File: config.mk
export PLATFORM = sky130hd
export DESIGN_NAME = servo_pwm_monitor
export DESIGN_NICKNAME = d
export VERILOG_FILES = /design/src/rtl/servo_pwm_monitor.sv
export SDC_FILE = /design/constraint.sdc
export NUM_CORES = 1
export LEC_CHECK = 0
export BUFFER_PORTS_ARGS = -buffer_cell sky130_fd_sc_hd__buf_2
export CAP_MARGIN = 20
export CORE_ASPECT_RATIO = 1.4
export CORE_UTILIZATION = 50
export DETAILED_ROUTE_END_ITERATION = 12
export PLACE_DENSITY = 0.71
export SLEW_MARGIN = 20
export SYNTH_ARGS = -nofsm -noshare
export SYNTH_HDL_FRONTEND = slang
export SYNTH_SLANG_ARGS = --single-unit
File: constraint.sdc
create_clock -name clk -period 2.4 [get_ports clk]
set_clock_uncertainty 0.05 [all_clocks]
set_input_delay 0.48 -clock clk [delete_from_list [all_inputs] [get_ports clk]]
set_output_delay 0.48 -clock clk [all_outputs]
set_load 0.01 [all_outputs]
File: src/rtl/servo_pwm_monitor.sv
// Single-channel servo PWM monitor: measures pulse width and period on one
// servo line and decodes the width into a 0..180 degree angle.
module servo_pwm_monitor #(
    parameter int unsigned MIN_W      = 25000,
    parameter int unsigned MAX_W      = 125000,
    parameter int unsigned STEP       = 556,
    parameter int unsigned PERIOD_NOM = 1000000,
    parameter int unsigned PERIOD_TOL = 50000,
    parameter int unsigned TIMEOUT    = 2000000
) (
    input  logic        clk,
    input  logic        rst_n,
    input  logic        pwm_in,
    output logic [31:0] width_o,
    output logic [7:0]  angle_o,
    output logic        valid_o,
    output logic        range_err_o,
    output logic        period_err_o,
    output logic        lost_o
);

    localparam logic [31:0] MIN_W_C   = 32'(MIN_W);
    localparam logic [31:0] MAX_W_C   = 32'(MAX_W);
    localparam logic [31:0] STEP_C    = 32'(STEP);
    localparam logic [31:0] HALF_C    = 32'(STEP / 2);
    localparam logic [31:0] P_HI_C    = 32'(PERIOD_NOM + PERIOD_TOL);
    localparam logic [31:0] P_LO_C    = 32'(PERIOD_NOM - PERIOD_TOL);
    localparam logic [31:0] TIMEOUT_C = 32'(TIMEOUT);
    localparam logic [7:0]  Q_MAX     = 8'd180;

    typedef enum logic [1:0] {IDLE, HIGH, DIV, LOW} state_t;

    state_t      state_reg, state_next;
    logic [2:0]  sync_reg;
    logic [31:0] hcnt_reg, hcnt_next;
    logic [31:0] pcnt_reg, pcnt_next;
    logic [31:0] w_reg, w_next;
    logic [31:0] r_reg, r_next;
    logic [7:0]  q_reg, q_next;
    logic        clamp_lo_reg, clamp_lo_next;
    logic [31:0] width_reg, width_next;
    logic [7:0]  angle_reg, angle_next;
    logic        valid_reg, valid_next;
    logic        range_err_reg, range_err_next;
    logic        period_err_reg, period_err_next;
    logic        lost_reg, lost_next;

    // sync_reg[1] is the synchronized line; sync_reg[2] is its previous value
    logic rise, fall;
    assign rise = sync_reg[1] & ~sync_reg[2];
    assign fall = ~sync_reg[1] & sync_reg[2];

    logic [31:0] hcnt_inc, pcnt_inc;
    assign hcnt_inc = (hcnt_reg == TIMEOUT_C) ? hcnt_reg : hcnt_reg + 32'd1;
    assign pcnt_inc = (pcnt_reg == TIMEOUT_C) ? pcnt_reg : pcnt_reg + 32'd1;

    always_ff @(posedge clk or negedge rst_n) begin
        if (!rst_n) begin
            sync_reg       <= '0;
            state_reg      <= IDLE;
            hcnt_reg       <= '0;
            pcnt_reg       <= '0;
            w_reg          <= '0;
            r_reg          <= '0;
            q_reg          <= '0;
            clamp_lo_reg   <= 1'b0;
            width_reg      <= '0;
            angle_reg      <= '0;
            valid_reg      <= 1'b0;
            range_err_reg  <= 1'b0;
            period_err_reg <= 1'b0;
            lost_reg       <= 1'b1;
        end else begin
            sync_reg       <= {sync_reg[1:0], pwm_in};
            state_reg      <= state_next;
            hcnt_reg       <= hcnt_next;
            pcnt_reg       <= pcnt_next;
            w_reg          <= w_next;
            r_reg          <= r_next;
            q_reg          <= q_next;
            clamp_lo_reg   <= clamp_lo_next;
            width_reg      <= width_next;
            angle_reg      <= angle_next;
            valid_reg      <= valid_next;
            range_err_reg  <= range_err_next;
            period_err_reg <= period_err_next;
            lost_reg       <= lost_next;
        end
    end

    always_comb begin
        state_next      = state_reg;
        hcnt_next       = hcnt_reg;
        pcnt_next       = pcnt_reg;
        w_next          = w_reg;
        r_next          = r_reg;
        q_next          = q_reg;
        clamp_lo_next   = clamp_lo_reg;
        width_next      = width_reg;
        angle_next      = angle_reg;
        valid_next      = 1'b0;
        range_err_next  = range_err_reg;
        period_err_next = 1'b0;
        lost_next       = lost_reg;
        case (state_reg)
            IDLE: begin
                if (rise) begin
                    state_next = HIGH;
                    hcnt_next  = 32'd1;
                    pcnt_next  = 32'd1;
                    lost_next  = 1'b0;
                end
            end
            HIGH: begin
                // An edge takes priority over a same-cycle saturation timeout
                if (fall) begin
                    state_next    = DIV;
                    w_next        = hcnt_reg;
                    r_next        = hcnt_reg - MIN_W_C + HALF_C;
                    q_next        = '0;
                    clamp_lo_next = (hcnt_reg < MIN_W_C);
                    pcnt_next     = pcnt_inc;
                end else if (hcnt_reg == TIMEOUT_C) begin
                    state_next = IDLE;
                    lost_next  = 1'b1;
                end else begin
                    hcnt_next = hcnt_inc;
                    pcnt_next = pcnt_inc;
                end
            end
            DIV: begin
                if (rise) begin
                    // Low time shorter than the divide: drop this measurement
                    state_next      = HIGH;
                    hcnt_next       = 32'd1;
                    pcnt_next       = 32'd1;
                    period_err_next = 1'b1;
                end else begin
                    pcnt_next = pcnt_inc;
                    if (!clamp_lo_reg && (r_reg >= STEP_C) && (q_reg < Q_MAX)) begin
                        r_next = r_reg - STEP_C;
                        q_next = q_reg + 8'd1;
                    end else begin
                        state_next     = LOW;
                        valid_next     = 1'b1;
                        width_next     = w_reg;
                        angle_next     = clamp_lo_reg ? 8'd0 : q_reg;
                        range_err_next = clamp_lo_reg || (w_reg > MAX_W_C);
                    end
                end
            end
            LOW: begin
                if (rise) begin
                    state_next      = HIGH;
                    hcnt_next       = 32'd1;
                    pcnt_next       = 32'd1;
                    period_err_next = (pcnt_reg > P_HI_C) || (pcnt_reg < P_LO_C);
                end else if (pcnt_reg == TIMEOUT_C) begin
                    state_next = IDLE;
                    lost_next  = 1'b1;
                end else begin
                    pcnt_next = pcnt_inc;
                end
            end
            default: state_next = IDLE;
        endcase
    end

    assign width_o      = width_reg;
    assign angle_o      = angle_reg;
    assign valid_o      = valid_reg;
    assign range_err_o  = range_err_reg;
    assign period_err_o = period_err_reg;
    assign lost_o       = lost_reg;

endmodule

Word-level counts from Yosys, hierarchy flattened
Index checks and enable logic that the tools add are counted.
W data, S select, Z words.
{ "word_totals": {"ff_bits": 186} }
{ "classes": {"bitwise": 6, "n_lt_le_gt_ge": 6, "n_eq_ne": 20, "n_addsub": 6, "n_reduce_logical": 16, "n_mux": 40} }
{ "op_table": {"columns": ["cell", "n"], "rows": [
  ["$mux W32", 12],
  ["$pmux W32 S2", 2],
  ["$pmux W32 S4", 1],
  ["$add A32 B1 Y32 const B", 2],
  ["$eq A32 B21 Y1 const B", 2],
  ["$add A32 B9 Y32 const B", 1],
  ["$ge A32 B10 Y1 const B", 1],
  ["$gt A32 B17 Y1 const B", 1],
  ["$gt A32 B21 Y1 const B", 1],
  ["$lt A32 B15 Y1 const B", 1],
  ["$lt A32 B20 Y1 const B", 1],
  ["$mux W8", 4],
  ["$sub A32 B10 Y32 const B", 1],
  ["$sub A32 B15 Y32 const B", 1],
  ["$ne A2 B2 Y1 const B", 9],
  ["$pmux W8 S2", 1],
  ["$ne A3 B3 Y1 const B", 5],
  ["$mux W2", 7],
  ["$mux W1", 10],
  ["$reduce_and A3 Y1", 3],
  ["$add A8 B1 Y8 const B", 1],
  ["$lt A8 B8 Y1 const B", 1],
  ["$pmux W2 S4", 1],
  ["$reduce_and A4 Y1", 2],
  ["16 further kinds", 23]
]} }

Depth between registers and ports, before layout
Gate-level depths: netlist (run 1).
{ "depth": {"word_depth": 6, "ltp_mapped": 11, "ltp_nobuf": 9} }

Worst setup path before layout (run 1)
No wires, ideal clock.
{ "synth_path": {"path_type": "register -> register", "from": "register r_reg[2]", "to": "register width_reg[22], in the netlist width_o[22]", "t_arrival_ns": 2.494, "path_slack_ns": -0.269, "setup_time_ns": 0.125, "required_time_ns": 2.225, "period_less_slack_ns": 2.669, "stages_incl_launch_ff": 9, "path_cell_list": "dfrtp_1 -> ha_1 -> o21ai_0 -> a21boi_1 -> nor4_4 -> nand2b_1 -> nand3_4 -> buf_2 -> mux2_4"} }
{ "synth_via": {"elab_chain_len": 5} }
{ "synth_rtl": {"columns": ["item", "line_no", "rtl"], "rows": [
  ["start: declaration", "38", "logic [31:0] r_reg, r_next;"],
  ["start signal: assignment", "79", "r_reg <= r_next;"],
  ["$ge A32 B10 Y1", "140", "if (!clamp_lo_reg && (r_reg >= STEP_C) && (q_reg < Q_MAX)) begin"],
  ["$logic_and A1 B1 Y1 (2 in series)", "140", null],
  ["$not A1 Y1 (no source line)", null, null],
  ["$reduce_and A3 Y1 (no source line)", null, null],
  ["end signal: assignment", "82", "width_reg <= width_next;"],
  ["end: declaration", "41", "logic [31:0] width_reg, width_next;"]
]} }
Every way passes these cells.
A chain may end at the register's enable or synchronous reset.

Final worst setup path (run 1)
{ "layout_path": {"from": "register r_reg[12]", "to": "register width_reg[10], in the netlist width_o[10]"} }
The elaborated chain is that of the path after synthesis.

==> results of run 1 <==
[synth_stat cells, drive strengths merged, types with 13 or more instances]
cell type  number  area share [%]
nor3           33             1.7
inv            19            0.73
mux2           32             4.9
a21oi          40             2.0
or3            17             1.1
xor2           35             3.1
nand2         162             6.2
buf            18             1.1
xnor2          41             3.7
clkbuf         46             1.8
nand2b         18             1.1
o21ai          86             4.4
nor4           26             1.8
and3           13            0.83
nand3          40             2.2
nor2          119             4.5
nand4          19             1.2
dfrtp         185              47
[through the flow]
step | std cells | total power [mW] | hold WS [ns] | setup TNS, ns | instance area (µm²)
finish | 1478 | 10.4 | 0.0883 | -8.93 | 12300
global route | 1478 | 10.9 | 0.0815 | -14.96 | 12300
CTS | 1471 | 10.0 | 0.0866 | -5.46 | 12000
detailed placement | 1431 | 6.93 | 0.286 | -5.79 | 11200
global placement | 1431 | 6.85 | 0.283 | -3.79 | 11200
floorplan | 1072 | 5.68 | 0.134 | -1.99 | 9860
[routing by layer]
layer	up-vias	routed length (µm)
met4	0	863
met3	70	1090
met1	4154	10300
met2	278	13600
li1	4032	-
met5	-	0
[power groups by stage]
| stage | Sequential, mW | Clock [mW] | Combinational (mW) |
|---|---|---|---|
| global placement | 3.85 | 0 | 3.00 |
| floorplan | 3.86 | 0 | 1.82 |
| CTS | 3.81 | 2.96 | 3.24 |
| detailed placement | 3.86 | 0 | 3.07 |
| finish | 3.84 | 2.92 | 3.64 |
| global route | 3.88 | 3.08 | 3.94 |
[cells in the final DEF, fill, tap and decap left out, types with 17 or more instances in the layout]
cell and n:
xnor2_1 41, nor3_1 31, nor4_1 20, nor2_1 117, mux2_4 32, inv_1 18, a21oi_1 35, xor2_1 35
buf_2 47, nand2_1 160, nand2b_1 17, clkbuf_16 19, buf_4 119, nand3_1 34, o21ai_1 37, dfrtp_1 184
o21ai_0 41, nand4_1 19
[repair_timing]
item | in CTS | in global routing
endpoints found under the hold margin | 21 | 0
gates cloned | 3 | 3
hold buffers | 1 | 0
gates resized for setup | 19 | 54
pin swaps | 3 | 19
endpoints found under the setup margin | 82 | 114
buffers inserted | 4 | 5
[logic make-up (layout without fill, tap and decap cells)]
group                    after synthesis  in the layout  share of synthesized area [%]
AND/OR/NAND/NOR                      495            495                           24.6
AO/OA/AOI/OAI                        192            192                           11.8
multiplexers                          32             32                           4.85
flip-flops                           186            186                           47.4
adder cells (fa/ha/maj)                8              8                           1.02
XOR/XNOR                              76             76                           6.77
buffers and inverters                 83            241                           3.55
[worst register-to-register path: stages (launching register included)]
cell       delay (ns)
dfrtp_1          0.39
or4_4            0.55
nand4bb_4        0.26
nor4_4           0.38
nand2b_4         0.22
nand3_4          0.12
buf_12           0.21
mux2_4           0.32
[worst min-delay path by stage]
stage | end | slack [ns]
after floorplan | angle_o[0] | 0.13
after global placement | sync_reg[1] | 0.28
after detailed placement | sync_reg[1] | 0.29
after CTS | sync_reg[0] | 0.09
after global routing | sync_reg[0] | 0.08
final | sync_reg[0] | 0.09
[cell type report]
class,instances,area [µm²],share of cell area [%]
multi-input combinational,803,5110,41.6
sequential,186,4660,37.9
timing repair buffer,190,1510,12.3
clock buffer,17,425,3.46
tap,248,310,2.53
clock inverter,15,204,1.66
inverter,19,71.3,0.580
==> metrics.yaml, run 1 <==
yosysSeqAreaShare_pct: 47.4
outcome: "finished with violations"
synth_area_mm2: 0.00983
p_sw_share_pct: 36.7
hold_depth: 1
intPower_mw: 6.58
p_switching_mw: 3.81
avgRoutedWirePerCell_um: 17.5
first_pass_iters: 5
finalHoldViolations: 0
diodes: 0
violations: "setup timing"
worstHoldStart: "pwm_in"
setup_ws_ns: -0.181
routed_wl_um: 25900
root_buffer: "clkbuf_16"
crit_slowest_cell: "or4_4"
place_ws_ns: -0.154
r2r-start: "r_reg[12]"
crit_type: "reg2reg"
rsz0062_at_grt: "true"
worst_slew_pin_slew_ns: 0.514
r2r_cells: 7
final_core_util_pct: 63.9
clkTransAtPathRegs_ns: 0.08
worst-path-stages: 7
place_hpwl_um: 18400
fmax_mhz: 387
pwr-share-clk_pct: 28.1
num_vias: 8534
startpoint: "r_reg[12]"
setup_violations: 77
ys.warnings.count: 0
worstReg2RegEnd: "width_o[10]"
ys_ff_latch: 186
drc: 0
die_y_um: 168
grt_util_met1_pct: 30.7
cp-start-kind: "flip-flop"
nNetsFinal: 1228
die_area_mm2: 0.0202
path_cells: "or4_4, nand4bb_4, nor4_4, nand2b_4, nand3_4, buf_12, mux2_4"
avgSynthCellArea_um2: 9.17
grtUsageMet2_pct: 46.7
arrival_ns: 2.87
crit_required_ns: 2.69
io_pins: 47
synth_edf_count: 0
seq_power_share_pct: 36.9
grt_pass1_wl_um: 41700
cts_max_level: 4
hold_class: "in2reg"
port_buffers: 46
gr-total-overflow: 0
cts_buffers: 17
track_usage_pct: 26.1
core_area_mm2: 0.0192
slowest_delay_ns: 0.55
drtIter0Drc: 587
crit_fanout: 18
fin_crit_sh_pct: 108
drv_slew: 0
grt_pass1_vias: 8563
num_rows: 60
crit_buf_inv: 1
synthToLayoutAreaGrowth_pct: 25.1
ys_types: 74
grt_max_degree: 78
p_comb_share_pct: 35.0
syn-instance-count: 1072
r2r_setup_slack_ns: -0.18
synth_ff_type: "dfrtp_1"
start_util_pct: 51.1
max_cap_viol_count: 0
gp_congestion: 0.918
grt_antenna_before_repair: 0
busiest_layer: "met2"
path_delay_family: "simple AND/OR/NAND/NOR gates"
leakage_nw: 5.81
viasPerCell: 5.77
min_period_ns: 2.58
tritoncts: "yes"
clockBufferDepth: 2
die_w_um: 120
drtAntennaViolNets: 0
synth_nets: 1083
ir_drop_mv: 0.501
critPathCapture: "width_o[10]"
num-fill-cells: 1575
power_density_mw_per_mm2: 846
synth-async-reset-ratio_pct: 100
relSlewSlack_pct: 65.2
drive_gt1_share_pct: 25.9
cts.sinks: 186
grtUsageMet3_pct: 3.90
clock_latency_ns: 0.45
crit_path_end_kind: "flip-flop"
Power figures use the tool's default switching activity.
==> run 2, diff against run 1 <==
--- a/config.mk
+++ b/config.mk
@@ -8,6 +8,7 @@
 export BUFFER_PORTS_ARGS = -buffer_cell sky130_fd_sc_hd__buf_2
 export CAP_MARGIN = 20
 export CORE_ASPECT_RATIO = 1.4
+export CORE_MARGIN = 2
 export CORE_UTILIZATION = 50
 export DETAILED_ROUTE_END_ITERATION = 12
 export PLACE_DENSITY = 0.71
==> run 2 against run 1 <==
Compared with the run above: the run still ends with setup timing left; cell count grew 0.54%; sequential power is essentially flat; worst hold slack gained 0.0036 ns; cell area grew 0.79%; non-clock buffer count grew 8; routed wire length grew 1.8%; worst setup slack lost 0.027 ns; clock power shrank 4%; utilization grew 0.51 points; global-route usage shrank 1.2 points; largest cell class unchanged.
==> metrics.yaml, run 2 (synthesis gave the netlist of run 1 again) <==
io_pins: 47  # unchanged
viasPerCell: 5.81  # +0.59%
drtAntennaViolNets: 0  # unchanged
die_y_um: 170  # +1.2%
layout_common_cells: "183 x dfrtp_1, 158 x nand2_1, 129 x buf_4"
place_area_mm2: 0.0112  # +0.36%
core_area_mm2: 0.0192  # unchanged
min_period_ns: 2.61  # +0.0275 ns
port_buffers: 46  # unchanged
final_common_cell: "dfrtp_1"
grt_pass1_wl_um: 41000  # -1.8%
num_vias: 8631  # +1.1%
nNetsFinal: 1236  # +0.65%
gp_congestion: 0.902  # -1.8%
slowest_delay_ns: 0.53  # -0.02 ns
clockBufferDepth: 2  # unchanged
num_rows: 60  # unchanged
worst_slew_pin_slew_ns: 0.888  # +0.374 ns
root_buffer: "clkbuf_16"
cp-start-kind: "flip-flop"
die_area_mm2: 0.0208  # +2.9%
cts_max_level: 4  # unchanged
synthToLayoutAreaGrowth_pct: 26.1
drv_slew: 0  # unchanged
path_cells: "or3_4, or4b_4, nor4_4, nand2b_4, nand3_4, buf_12, mux2_4"
outcome: "finished with violations"
avgRoutedWirePerCell_um: 17.7  # +1.2%
arrival_ns: 2.89  # +0.02 ns
tritoncts: "yes"
crit_slowest_cell: "or4b_4"
final_core_util_pct: 64.4  # +0.51 points
die_w_um: 122  # +1.7%
rsz0062_at_grt: "true"
setup_ws_ns: -0.209  # -0.0275 ns
drc: 0  # unchanged
start_util_pct: 51.1  # unchanged
grt_max_degree: 60  # -23%
track_usage_pct: 25.0  # -1.2 points
ir_drop_mv: 0.545  # +8.9%
crit_fanout: 14  # -4
fin_area_mm2: 0.0124  # +0.79%
crit_type: "reg2reg"
crit_buf_inv: 1  # unchanged
first_pass_iters: 5  # unchanged
finalHoldViolations: 0  # unchanged
clkTransAtPathRegs_ns: 0.08  # about the same
hold-worst-slack_ns: 0.0919  # +0.00356 ns
drive_gt1_share_pct: 27.5  # +1.6 points
cts.sinks: 186  # unchanged
max_cap_viol_count: 0  # unchanged
clock_latency_ns: 0.45  # about the same
leakage_nw: 5.86  # +0.78%
violations: "setup timing"
hold_class: "in2reg"
regArea_mm2: 0.00466  # about the same
fin_crit_sh_pct: 109  # +1.1 points
power_mw: 10.4  # +0.51%
power_density_mw_per_mm2: 844  # -0.28%
setup_violations: 66  # -14%
grt_antenna_before_repair: 0  # unchanged
multiInputGateArea_mm2: 0.00517  # +1.2%
routed_wl_um: 26400  # +1.8%
crit_required_ns: 2.68  # about the same
drtIter0Drc: 633  # +7.8%
path_delay_family: "simple AND/OR/NAND/NOR gates"
crit_path_end_kind: "flip-flop"
num-fill-cells: 1573  # -0.13%
place_hpwl_um: 18200  # -1.2%
gr-total-overflow: 0  # unchanged
relSlewSlack_pct: 40.6  # -25 points
diodes: 0  # unchanged
cts_buffers: 17  # unchanged
place_ws_ns: -0.211  # -0.0567 ns
grt_pass1_vias: 8414  # -1.7%
fmax_mhz: 383  # -1.1%
run 2: timing repair:
item	in CTS	in global routing
endpoints found under the hold margin	54	0
gates cloned	1	4
gates resized for setup	19	69
hold buffers	1	0
buffers inserted	2	9
pin swaps	3	22
endpoints found under the setup margin	94	110
run 2: final timing paths:
path                                   from     endpoint  slack (ns)  cells after the start
worst max-delay path              r_reg[26]   width_o[4]       -0.21                      7
worst min-delay path                 pwm_in  sync_reg[0]        0.09                      1
worst max register to register    r_reg[26]   width_o[4]       -0.21                      7
worst min register to register  sync_reg[0]  sync_reg[1]        0.31                      0
max in group asynchronous             rst_n       lost_o        1.01                      3
min in group asynchronous             rst_n    r_reg[13]        0.52                      2
run 2: metrics by stage:
| step | cells | setup TNS, ns |
|---|---|---|
| floorplan | 1072 | -1.99 |
| global placement | 1438 | -4.62 |
| detailed placement | 1438 | -9.28 |
| CTS | 1474 | -6.72 |
| global route | 1486 | -15.73 |
| finish | 1486 | -9.31 |
run 2: cell type report:
| type | instances | share of cell area (%) |
|---|---|---|
| Tap cell | 248 | 2.51 |
| Inverter | 19 | 0.576 |
| Sequential cell | 186 | 37.6 |
| Multi-Input combinational cell | 803 | 41.8 |
| Clock inverter | 14 | 1.24 |
| Clock buffer | 18 | 3.47 |
| Timing Repair Buffer | 198 | 12.8 |
run 2: where the power goes:
part	switching [mW]	internal [mW]	leakage, nW
clock network	1.40	1.39	0.282
registers	0.332	3.51	2.47
logic	2.08	1.73	3.10
run 2: worst register-to-register path, delay by kind of cell (launching register included):
family	cells	cell delay [ns]
AND/OR/NAND/NOR	5	1.52
flip-flops	1	0.40
multiplexers	1	0.31
buffers and inverters	1	0.20
run 2: metal layers:
| metal | track usage [%] | share of wire (%) | vias up |
|---|---|---|---|
| met5 | 0 | 0 | - |
| met4 | 10.0 | 3.2 | 0 |
| met3 | 4.46 | 5.9 | 71 |
| met2 | 44.6 | 53 | 321 |
| met1 | 29.2 | 38 | 4184 |
| li1 | - | - | 4055 |
==> run 3, diff against run 2 <==
--- a/config.mk
+++ b/config.mk
@@ -8,7 +8,7 @@
 export BUFFER_PORTS_ARGS = -buffer_cell sky130_fd_sc_hd__buf_2
 export CAP_MARGIN = 20
 export CORE_ASPECT_RATIO = 1.4
-export CORE_MARGIN = 2
+export CORE_MARGIN = 10
 export CORE_UTILIZATION = 50
 export DETAILED_ROUTE_END_ITERATION = 12
 export PLACE_DENSITY = 0.71
==> run 3 against run 2 <==
Compared with the run above: the run still ends with setup timing left; global-route usage is 4.7 points lower; cell area hardly changed; combinational power hardly changed; via count is 0.53% lower; register-to-register slack worse by 0.03 ns; first-iteration DRC count is 6.5% higher; fmax is 1.0% lower; routed wire length is 1.6% higher; sequential share of layout area hardly changed; clock-buffer cell count is 1 lower; die area is 24% higher; largest cell class unchanged; highest routed layer unchanged.
==> metrics.yaml, run 3 (synthesis gave the netlist of run 1 again) <==
outcome: "finished with violations"
violations: "setup timing"
place_hpwl_um: 18300  # +0.74%
crit_required_ns: 2.67  # about the same
path_cells: "ha_2, or4bb_4, nor4_4, buf_4, nor4_4, buf_4, o21a_4, buf_12, a221oi_4, o31ai_2"
first_pass_iters: 5  # unchanged
die_area_mm2: 0.0257  # +24%
cts_max_level: 4  # unchanged
cts_buffers: 17  # unchanged
fmax_mhz: 380  # -1.0%
layout_common_cells: "184 x dfrtp_1, 156 x nand2_1, 113 x nor2_1"
worst_slew_pin_slew_ns: 0.526  # -0.362 ns
final_common_cell: "dfrtp_1"
core_area_mm2: 0.0193  # +0.39%
final_cells: 1473  # -0.87%
path_delay_family: "simple AND/OR/NAND/NOR gates"
leakage_nw: 5.81  # -0.76%
setup_ws_ns: -0.235  # -0.0264 ns
grt_antenna_before_repair: 0  # unchanged
start_util_pct: 50.9  # -0.20 points
routed_wl_um: 26800  # +1.6%
drc: 0  # unchanged
cts.sinks: 186  # unchanged
rsz0062_at_grt: "true"
slowest_delay_ns: 0.50  # -0.03 ns
crit_type: "reg2reg"
diodes: 0  # unchanged
num_vias: 8585  # -0.53%
crit_path_end_kind: "flip-flop"
ir_drop_mv: 0.472  # -13%
die_y_um: 186  # +9.4%
grt_max_degree: 64  # +6.7%
synthToLayoutAreaGrowth_pct: 26.1  # about the same
crit_slowest_cell: "or4bb_4"
nNetsFinal: 1223  # -1.1%
tritoncts: "yes"
io_pins: 47  # unchanged
root_buffer: "clkbuf_16"
relSlewSlack_pct: 64.8  # +24 points
setup-tns-final_ns: -12.99  # -3.69 ns
fin_crit_sh_pct: 110  # +1.1 points
crit_fanout: 5  # -9
die_w_um: 138  # +13%
drtAntennaViolNets: 0  # unchanged
port_buffers: 46  # unchanged
num_rows: 60  # unchanged
setup_violations: 78  # +18%
power_density_mw_per_mm2: 855  # +1.3%
viasPerCell: 5.83  # +0.34%
gr-total-overflow: 0  # unchanged
cp-start-kind: "flip-flop"
min_period_ns: 2.64  # +0.0264 ns
place_inst: 1421  # -1.2%
clockBufferDepth: 2  # unchanged
max_cap_viol_count: 0  # unchanged
arrival_ns: 2.90  # about the same
drive_gt1_share_pct: 27.6  # +0.047 points
hold_class: "in2reg"
track_usage_pct: 20.3  # -4.7 points
crit_buf_inv: 3  # +2
grt_pass1_wl_um: 43300  # +5.6%
gp_congestion: 0.899  # -0.31%
num-fill-cells: 1497  # -4.8%
place_area_mm2: 0.0111  # -0.91%
finalHoldViolations: 0  # unchanged
place_ws_ns: -0.198  # +0.0123 ns
fin_area_mm2: 0.0124  # about the same
clock_latency_ns: 0.44  # about the same
drtIter0Drc: 674  # +6.5%
drv_slew: 0  # unchanged
clkTransAtPathRegs_ns: 0.08  # about the same
avgRoutedWirePerCell_um: 18.2  # +2.5%
grt_pass1_vias: 8562  # +1.8%
==> run 3: final cells by class <==
type	instances	area, µm²	share of cell area, %
Timing Repair Buffer	184	1520	12.3
Clock inverter	15	188	1.52
Tap cell	248	310	2.51
Inverter	19	71.3	0.576
Clock buffer	17	425	3.43
Sequential cell	186	4660	37.6
Multi-Input combinational cell	804	5210	42.1
==> run 3: metrics by stage <==
step | utilization [%] | hold WS, ns | power [mW]
4_1_cts | 62.5 | 0.0813 | 10.1
3_3_place_gp | 57.7 | 0.286 | 6.82
3_5_place_dp | 57.7 | 0.292 | 6.90
5_1_grt | 64.2 | 0.0805 | 11.1
2_1_floorplan | - | 0.134 | 5.68
6_report | 64.2 | 0.0929 | 10.6
==> run 3: layer usage <==
metal / track usage [%] / part of all wire (%)
met4: 7.48 / 3.0
met3: 3.39 / 5.0
met1: 23.6 / 40
met2: 36.6 / 52
met5: 0 / 0
==> run 3: final timing paths <==
kind,start,to,slack (ns),depth (start not counted)
max reg2reg,r_reg[2],r_reg[29],-0.24,10
min in group asynchronous,rst_n,width_o[7],0.46,2
max,r_reg[2],r_reg[29],-0.24,10
min reg2reg,sync_reg[0],sync_reg[1],0.31,0
min,pwm_in,sync_reg[0],0.09,1
max in group asynchronous,rst_n,r_reg[15],1.09,3
==> run 3: timing repair <==
item	CTS	global route
buffers inserted	6	10
hold buffers	1	0
setup endpoints to repair	85	111
gates cloned	4	2
hold endpoints to repair	32	0
pin swaps	21	26
resized for setup	46	60
==> run 3: power breakdown <==
group	switching [mW]	total (mW)	leakage, nW	internal (mW)
combinational	2.11	3.84	3.04	1.72
sequential	0.361	3.87	2.48	3.51
clock	1.45	2.88	0.299	1.43
total	3.92	10.6	5.81	6.67
